--- src/rtl/duck_round_controller.sv ---
// duck_round_controller
// ---------------------------------------------------------------------------
// Game sequencer for the duck-hunt game. Spawns each duck, runs its flight
// timer, counts shots, registers hits into a saturating score, advances
// rounds and declares game over. Everything is counted on clk.
//
// Optional feature macro: DUCK_ROUND_BONUS_EN
//   defined   -> a round in which every duck was hit adds 10 to score
//                (saturating at 127) in the same cycle as the round advance.
//   undefined -> score counts hits only.
//
// Ports
//   clk             system clock
//   rst             synchronous, active-low reset
//   frame_tick      one-clk pulse per video frame
//   mouse_left      left button level (clk-synchronous)
//   mouse_right     right button level, start/restart
//   cursor_on_duck  cursor currently inside the duck area
//   duck_spawn      one-cycle pulse, new duck launched
//   duck_active     high while in FLY
//   duck_shot       one-cycle pulse on a hit
//   duck_escaped    one-cycle pulse on an escape
//   score           total hits, saturating at 127
//   shots_left      remaining shots for the current duck
//   duck_num        index of the current duck in the round
//   round           current round (1..15, 0 after reset)
//   game_over       high in GAME_OVER
//   state           current FSM state, for debug
//
// All outputs come straight from flops. The pulse outputs carry no
// handshake: each is high for exactly one clk and the consumer must
// sample it on that cycle.
// ---------------------------------------------------------------------------
module duck_round_controller #(
  parameter int FLIGHT_FRAMES   = 240,
  parameter int ANIM_FRAMES     = 60,
  parameter int SHOTS_PER_DUCK  = 3,
  parameter int DUCKS_PER_ROUND = 10,
  parameter int PASS_HITS       = 6
) (
  input  logic       clk,
  input  logic       rst,
  input  logic       frame_tick,
  input  logic       mouse_left,
  input  logic       mouse_right,
  input  logic       cursor_on_duck,
  output logic       duck_spawn,
  output logic       duck_active,
  output logic       duck_shot,
  output logic       duck_escaped,
  output logic [6:0] score,
  output logic [1:0] shots_left,
  output logic [3:0] duck_num,
  output logic [3:0] round,
  output logic       game_over,
  output logic [2:0] state
);

  typedef enum logic [2:0] {
    ST_IDLE      = 3'd0,
    ST_SPAWN     = 3'd1,
    ST_FLY       = 3'd2,
    ST_HIT       = 3'd3,
    ST_ESCAPE    = 3'd4,
    ST_ROUND_END = 3'd5,
    ST_GAME_OVER = 3'd6
  } state_t;

  localparam logic [9:0] FLIGHT_L    = 10'(FLIGHT_FRAMES);
  localparam logic [9:0] ANIM_L      = 10'(ANIM_FRAMES);
  localparam logic [1:0] SHOTS_L     = 2'(SHOTS_PER_DUCK);
  localparam logic [3:0] LAST_DUCK_L = 4'(DUCKS_PER_ROUND - 1);
  localparam logic [3:0] PASS_L      = 4'(PASS_HITS);
`ifdef DUCK_ROUND_BONUS_EN
  localparam logic [3:0] DUCKS_L     = 4'(DUCKS_PER_ROUND);
`endif

  state_t     state_q, state_d;
  logic [9:0] timer_q, timer_d;
  logic [6:0] score_q, score_d;
  logic [1:0] shots_q, shots_d;
  logic [3:0] duck_num_q, duck_num_d;
  logic [3:0] round_q, round_d;
  logic [3:0] hits_q, hits_d;
  logic       left_q, left_d, left_prev_q, left_prev_d;
  logic       right_q, right_d, right_prev_q, right_prev_d;
  logic       duck_spawn_q, duck_spawn_d;
  logic       duck_active_q, duck_active_d;
  logic       duck_shot_q, duck_shot_d;
  logic       duck_escaped_q, duck_escaped_d;
  logic       game_over_q, game_over_d;

  logic       left_rise, right_rise;
  logic       shot_fire, timer_expire;
  logic [6:0] score_inc;
`ifdef DUCK_ROUND_BONUS_EN
  logic [7:0] bonus_sum;
  logic [6:0] score_bonus;
`endif

  // Edges come from the registered copies, so a press costs one cycle of
  // latency before the FSM reacts to it.
  assign left_rise    = left_q & ~left_prev_q;
  assign right_rise   = right_q & ~right_prev_q;
  assign shot_fire    = left_rise && (shots_q != 2'd0);
  // The timer is loaded on the entry transition, so a tick that coincides
  // with the load never reaches the decrement path.
  assign timer_expire = frame_tick && (timer_q <= 10'd1);
  assign score_inc    = (score_q == 7'd127) ? 7'd127 : score_q + 7'd1;
`ifdef DUCK_ROUND_BONUS_EN
  assign bonus_sum    = {1'b0, score_q} + 8'd10;
  assign score_bonus  = bonus_sum[7] ? 7'd127 : bonus_sum[6:0];
`endif

  always_comb begin
    state_d      = state_q;
    timer_d      = timer_q;
    score_d      = score_q;
    shots_d      = shots_q;
    duck_num_d   = duck_num_q;
    round_d      = round_q;
    hits_d       = hits_q;
    left_d       = mouse_left;
    left_prev_d  = left_q;
    right_d      = mouse_right;
    right_prev_d = right_q;

    case (state_q)
      ST_IDLE, ST_GAME_OVER: begin
        if (right_rise) begin
          score_d    = 7'd0;
          hits_d     = 4'd0;
          round_d    = 4'd1;
          duck_num_d = 4'd0;
          state_d    = ST_SPAWN;
        end
      end
      ST_SPAWN: begin
        timer_d = FLIGHT_L;
        state_d = ST_FLY;
      end
      ST_FLY: begin
        if (frame_tick && (timer_q != 10'd0)) timer_d = timer_q - 10'd1;
        // A shot is resolved before the timer: a hit wins over expiry.
        if (shot_fire) begin
          shots_d = shots_q - 2'd1;
          if (cursor_on_duck) begin
            state_d = ST_HIT;
            score_d = score_inc;
            hits_d  = hits_q + 4'd1;
            timer_d = ANIM_L;
          end else if ((shots_q == 2'd1) || timer_expire) begin
            state_d = ST_ESCAPE;
            timer_d = ANIM_L;
          end
        end else if (timer_expire) begin
          state_d = ST_ESCAPE;
          timer_d = ANIM_L;
        end
      end
      ST_HIT, ST_ESCAPE: begin
        if (frame_tick) begin
          if (timer_q <= 10'd1) begin
            timer_d = 10'd0;
            if (duck_num_q == LAST_DUCK_L) begin
              state_d = ST_ROUND_END;
            end else begin
              duck_num_d = duck_num_q + 4'd1;
              state_d    = ST_SPAWN;
            end
          end else begin
            timer_d = timer_q - 10'd1;
          end
        end
      end
      ST_ROUND_END: begin
        if (hits_q >= PASS_L) begin
          round_d    = (round_q == 4'd15) ? 4'd15 : round_q + 4'd1;
          duck_num_d = 4'd0;
          hits_d     = 4'd0;
          state_d    = ST_SPAWN;
`ifdef DUCK_ROUND_BONUS_EN
          if (hits_q == DUCKS_L) score_d = score_bonus;
`endif
        end else begin
          state_d = ST_GAME_OVER;
        end
      end
      default: state_d = ST_IDLE;
    endcase

    // SPAWN is always a one-cycle state, so entering it is the same as
    // state_d being SPAWN.
    if (state_d == ST_SPAWN) shots_d = SHOTS_L;

    duck_spawn_d   = (state_d == ST_SPAWN);
    duck_active_d  = (state_d == ST_FLY);
    duck_shot_d    = (state_q == ST_FLY) && (state_d == ST_HIT);
    duck_escaped_d = (state_q == ST_FLY) && (state_d == ST_ESCAPE);
    game_over_d    = (state_d == ST_GAME_OVER);
  end

  always_ff @(posedge clk) begin
    if (!rst) begin
      state_q        <= ST_IDLE;
      timer_q        <= 10'd0;
      score_q        <= 7'd0;
      shots_q        <= 2'd0;
      duck_num_q     <= 4'd0;
      round_q        <= 4'd0;
      hits_q         <= 4'd0;
      left_q         <= 1'b0;
      left_prev_q    <= 1'b0;
      right_q        <= 1'b0;
      right_prev_q   <= 1'b0;
      duck_spawn_q   <= 1'b0;
      duck_active_q  <= 1'b0;
      duck_shot_q    <= 1'b0;
      duck_escaped_q <= 1'b0;
      game_over_q    <= 1'b0;
    end else begin
      state_q        <= state_d;
      timer_q        <= timer_d;
      score_q        <= score_d;
      shots_q        <= shots_d;
      duck_num_q     <= duck_num_d;
      round_q        <= round_d;
      hits_q         <= hits_d;
      left_q         <= left_d;
      left_prev_q    <= left_prev_d;
      right_q        <= right_d;
      right_prev_q   <= right_prev_d;
      duck_spawn_q   <= duck_spawn_d;
      duck_active_q  <= duck_active_d;
      duck_shot_q    <= duck_shot_d;
      duck_escaped_q <= duck_escaped_d;
      game_over_q    <= game_over_d;
    end
  end

  assign duck_spawn   = duck_spawn_q;
  assign duck_active  = duck_active_q;
  assign duck_shot    = duck_shot_q;
  assign duck_escaped = duck_escaped_q;
  assign score        = score_q;
  assign shots_left   = shots_q;
  assign duck_num     = duck_num_q;
  assign round        = round_q;
  assign game_over    = game_over_q;
  assign state        = state_q;

endmodule

--- config.mk ---
export PLATFORM = sky130hd
export DESIGN_NAME = duck_round_controller
export DESIGN_NICKNAME = d
export VERILOG_FILES = /design/src/rtl/duck_round_controller.sv
export SDC_FILE = /design/constraint.sdc
export NUM_CORES = 1
export LEC_CHECK = 0
export BUFFER_PORTS_ARGS = -buffer_cell sky130_fd_sc_hd__buf_4
export CAP_MARGIN = 10
export CORE_UTILIZATION = 46
export CTS_CLUSTER_SIZE = 12
export DETAILED_ROUTE_END_ITERATION = 16
export PLACE_DENSITY = 0.66
export SYNTH_ARGS = -nofsm -noshare
export SYNTH_HDL_FRONTEND = slang
export SYNTH_SLANG_ARGS = --single-unit
--- constraint.sdc ---
create_clock -name clk -period 4.4 [get_ports clk]
set_input_delay 0.88 -clock clk [delete_from_list [all_inputs] [get_ports clk]]
set_output_delay 0.88 -clock clk [all_outputs]
set_load 0.05 [all_outputs]
## Word level (Yosys, flattened, before mapping)

Cells that the tools add are included.
Widths: inputs -> output; s select.

| operators by class | value |
|---|---|
| $add $sub $neg | 6 |
| magnitude comparators | 2 |
| equality and inequality tests | 22 |
| multiplexer cells | 39 |
| bitwise operators | 4 |
| reduce and logical (&&, ||, !) cells | 24 |

Operator list:

| kind | number |
|---|---|
| $mux 10 | 7 |
| $mux 4 | 10 |
| $pmux 10 s3 | 1 |
| $mux 7 | 4 |
| $mux 3 | 9 |
| $pmux 4 s3 | 2 |
| $eq 3x3->1 const B | 5 |
| $pmux 3 s5 | 1 |
| $ne 2x2->1 const B | 7 |
| $pmux 7 s2 | 1 |
| $add 4x1->4 const B | 3 |
| $eq 3x2->1 const B | 4 |
| $le 10x1->1 const B | 1 |
| $reduce_bool 10->1 | 1 |
| $reduce_bool 2->1 | 5 |
| $sub 10x1->10 const B | 1 |
| $reduce_bool 3->1 | 3 |
| $eq 4x4->1 const B | 2 |
| $pmux 4 s2 | 1 |
| $add 7x1->7 const B | 1 |
| $eq 7x7->1 const B | 1 |
| $eq 3x1->1 const B | 2 |
| $mux 2 | 3 |
| $reduce_and 6->1 | 1 |
| other kinds (13) | 21 |

| storage, ports and cells | value |
|---|---|
| bits in registers | 43 |
| input bits | 6 |
| output and inout bits | 25 |
| word-level logic and storage cells | 113 |

## Logic depth before layout (Yosys ltp)

| logic depth | value |
|---|---|
| word-level depth | 10 |
| mapped depth | 9 |
| gate-level depth less buffers | 8 |

## Worst setup path before layout

Ideal clock, no wire load.

| timing | value |
|---|---|
| path type | reg-to-reg |
| start point | register shots_q[0] (netlist: shots_left[0]) |
| end point | register timer_q[8] |
| setup time | 0.132 ns |
| data arrival time | 2.341 ns |
| data required time | 4.268 ns |
| path slack | 1.927 ns |
| stages on the path, launching flop included | 9 |
| path buffers | 0 |
| clock period less this slack | 2.473 ns |
| cells stage by stage | dfxtp_1 > inv_1 > ha_1 > or3b_1 > o21ai_2 > a21oi_1 > or4_1 > a22oi_1 > o22ai_1 |

| between the ends | value |
|---|---|
| cells in the longest elaborated chain, start to end | 6 |
| elaborated cells on any way between the ends | 8 |

Ends and longest elaborated chain:

| item | line | source |
|---|---|---|
| from (decl) | 81 | `logic [1:0] shots_q, shots_d;` |
| from (signal assigned) | 225 | `shots_q <= shots_d;` |
| $eq 2x1->1 | 152 | `end else if ((shots_q == 2'd1) \|\| timer_expire) begin` |
| $logic_or 1x1->1 | 152 |  |
| $mux 10 | 152 |  |
| $mux 10 | 147 | `if (cursor_on_duck) begin` |
| $mux 10 * | 145 | `if (shot_fire) begin` |
| $pmux 10 s3 * | 128 | `case (state_q)` |
| to (signal assigned) | 223 | `timer_q <= timer_d;` |
| to (decl) | 79 | `logic [9:0] timer_q, timer_d;` |

Every way passes the cells marked *; elsewhere a longest branch is shown, timed or not.
A chain may end at the register's enable or synchronous reset.

## Final worst setup path

| timing | value |
|---|---|
| start point | register state_q[1] (netlist: state[1]) |
| end point | register game_over_q (netlist: game_over) |

| between the ends | value |
|---|---|
| cells in the longest elaborated chain, start to end | 5 |
| elaborated cells on any way between the ends | 18 |

Ends and longest elaborated chain:

| item | line | source |
|---|---|---|
| from (decl) | 78 | `state_t state_q, state_d;` |
| from (signal assigned) | 222 | `state_q <= state_d;` |
| $mux 3 | 152 |  |
| $mux 3 | 147 |  |
| $mux 3 | 145 |  |
| $pmux 3 s5 * | 128 |  |
| $eq 3x3->1 * | 200 | `game_over_d = (state_d == ST_GAME_OVER);` |
| to (signal assigned) | 237 | `game_over_q <= game_over_d;` |
| to (decl) | 91 | `logic game_over_q, game_over_d;` |

Marked as above.

==> impl_results.md <==
- Crit path required time: 4.61 ns
- Worst hold slack: 0.4770 ns
- End of the worst hold path: score[6]$_SDFFE_PN0P_
- Layout cells sized above 1: between 10% and 20%
- Longest Clk Path Bufs: 2
- Worst VDD drop: between 0.1 and 0.15 mV
- Largest area contributor in the netlist: dfxtp_1
- GPL Wtd Cong: roughly 0.87
- CTS H-tree lvls: 2
- Final std cells w/o fill: ~420
- Area Overhead vs Synth: 11.91%
- R2R cell count: 5
- Dpl cells: 409
- Die Height: between 70 and 80 um
- Synth Area per Inst: about 8.4 um^2
- Post-route cell area: 3033 um^2
- # clock sinks: 43
- Final worst-path cycle share: a little over half
- Crit Reg-Reg Startpoint: state[1]$_SDFF_PN0_
- Max Freq: between 0.4 and 0.5 GHz
- Die area: 6202 um^2
- Largest net degree at the start of global routing: 23
- CP Class: flip-flop to flip-flop
- First-pass GRT wire length: ~11000 um
- PortBufs: 30
- Num CTS Buffers: 5
- Most common cell after layout, fill and taps aside: dfxtp_1
- Clock slew at reported path FFs: approximately 0.080 ns
- Worst-Margin Slew: just under 0.8 ns
- Iteration-0 DRC Markers: 134
- Core area: around 5600 um^2
- Vias in the first global route: between 2000 and 2500
- Row count: 27
- TritonCTS clock tree: done
- Clk Latency, worst-skew pair: approximately 0.3 ns
- # IOs: 31
- Ys async rst share: 0%
- Placed cell area: slightly below 3000 um^2
- Critical path arrival: around 2.6 ns
- N_diodes: 0
- Vias/cell: approximately 5.8
- Seq/Total Area, Yosys: 31.76%
- Hold depth: 2
- Synthesized area: roughly 2700 um^2
- R2R Setup Slk: 1.99 ns
- Total power: 0.8867 mW
- Routed Antenna Nets: 0
- Status: complete, no violations
- Post-synth cell types: slightly above 70
- Drt total wl: roughly 6600 um
- Grt total ovfl: 0
- Ys flop type: dfxtp_1
- Filler cells: 562
- Pins Over Slew Limit: 0
- Crit path max fanout: 20
- Register share of total power: 48.2%
- Cts hold-fix bufs: 0
- Setup WS post-layout: between 1.5 and 2 ns
- GRT Resource Usage Total: around 23%
- Worst hold path type: flip-flop to flip-flop
- Skew final: 0.007136 ns
- Net Sw Frac: 33.69%
- Synth warn: 0
- Routed wire per std cell: 15.76 um
- Final Hold Fails: 0
- Combinational share of power: between 20% and 30%
- Final Util: 54.08%
- Minimum clock period: 2.406 ns
- RSZ-0062 raised after global routing: no
- Post-CTS sizing: 0
- Net count after synthesis: approximately 340
- Setup Viol. Count Final: 0
- Die span in x: ~79 um
- Main area contributors after synthesis: dfxtp_1, ha_1, nor2_1, o21ai_0, a21oi_1
- Pint: around 0.59 mW
- Worst setup SP type: flip-flop
- Hold wc startpoint: score[6]$_SDFFE_PN0P_
- Dpl hpwl: approximately 4800 um
- Static Leak: 1.208 nW
- Max Cap Viol: 0
- Number of enable flip-flop cells after synthesis: 0
- Fin nets: between 300 and 400
- Commonest cells after routing, fill and taps aside: dfxtp_1, nor2_1, buf_4
- Slew headroom: around 48%
- Sw power: ~0.30 mW
- R2r endpoint: game_over$_SDFF_PN0_
- Starting density of the core: between 40% and 50%
- DRC viols: 0
- Syn Inst Count: between 300 and 400
- Setup WS pre-CTS: ~1.9 ns
- Clk root buf: clkbuf_8
- Seq cells post-synth: 43
- Crit end category: flip-flop
- Power density cells: between 200 and 300 nW/um^2
- Detailed Routing Iterations Pass 1: 4
- Post-CTS Repair Setup Buffers: 0
- Share of the synthesized area in the top cell type: 31.76%
- Clock share of power: between 20% and 30%
- Via count: 2439
- Initial antenna violation count: 0
- Final setup TNS: 0 ns
-- sequential cells by signal, summed over array words and instances (netlist names) --
name / cells
left_prev_q: 1
game_over: 1
right_prev_q: 1
duck_spawn: 1
duck_escaped: 1
timer_q: 10
duck_shot: 1
duck_active: 1
round: 4
right_prev_d: 1
score: 7
left_prev_d: 1
hits_q: 4
state: 3
shots_left: 2
duck_num: 4
-- layer usage --
layer  global-route usage (%)  share of wire (%)  vias to the layer above  routed length (um)
met5                        0                  0                        -                   0
met4                    4.444               0.27                        0                  18
met3                    4.828                5.1                        2                 335
met2                    37.30                 47                       49                3083
met1                    30.79                 48                     1166                3133
li1                         -                  -                     1222                   -
-- layout make-up --
| cell class | count | area [um^2] | area share (%) |
|---|---|---|---|
| multi-input cells | 252 | 1723 | 56.81 |
| flip-flops and latches | 43 | 860.8 | 28.38 |
| repair buffers | 31 | 232.7 | 7.673 |
| well taps | 72 | 90.09 | 2.970 |
| clock buffers | 6 | 72.57 | 2.393 |
| inverters | 11 | 41.29 | 1.361 |
| clock inverters | 2 | 12.51 | 0.4125 |
-- cell families after synthesis --
group / Yosys count / share of synthesized area [%]
DFF: 43 / 31.76
AOI/OAI and AO/OA: 96 / 24.38
buffers and inverters: 27 / 4.663
adders and majority gates: 11 / 5.078
muxes: 5 / 1.893
and+or+nand+nor: 134 / 30.29
xor gates and xnor gates: 6 / 1.939
-- worst max-delay path, stage by stage, from the launching register on --
cell and delay (ns):
dfxtp_1 0.74, or3b_1 0.59, or2_4 0.35, o311ai_4 0.28
nor2_2 0.10, nor4_2 0.26
-- power groups by stage --
| stage | clock network (mW) | logic (mW) | registers, mW |
|---|---|---|---|
| global route | 0.277 | 0.223 | 0.431 |
| floorplan | 0 | 0.146 | 0.449 |
| CTS | 0.260 | 0.203 | 0.427 |
| detailed placement | 0 | 0.203 | 0.436 |
| global placement | 0 | 0.202 | 0.436 |
| finish | 0.256 | 0.204 | 0.427 |
-- Yosys cell counts (all sizes together), types with 6 or more instances --
library cell,instances
a31oi,9
dfxtp,43
nor3,7
o21ai,32
ha,11
and2,8
inv,11
a21oi,22
nor3b,6
nand2,17
nor4,6
nand2b,6
clkbuf,7
buf,9
nand3,12
nor2,37
-- worst max path at each step --
stage / from / to / depth (start not counted) / slack, ns
6_report: state[1]$_SDFF_PN0_ / game_over$_SDFF_PN0_ / 5 / 1.99
5_1_grt: state[2]$_SDFF_PN0_ / score[3]$_SDFFE_PN0P_ / 5 / 1.79
3_3_place_gp: cursor_on_duck / duck_num[1]$_SDFFE_PN0P_ / 7 / 1.92
3_5_place_dp: cursor_on_duck / duck_num[0]$_SDFFE_PN0P_ / 7 / 1.88
4_1_cts: state[1]$_SDFF_PN0_ / game_over$_SDFF_PN0_ / 5 / 2.01
2_1_floorplan: shots_left[0]$_SDFFE_PN0P_ / timer_q[8]$_SDFFE_PN0P_ / 8 / 1.93
No activity file was read; power rests on OpenSTA's default activity.
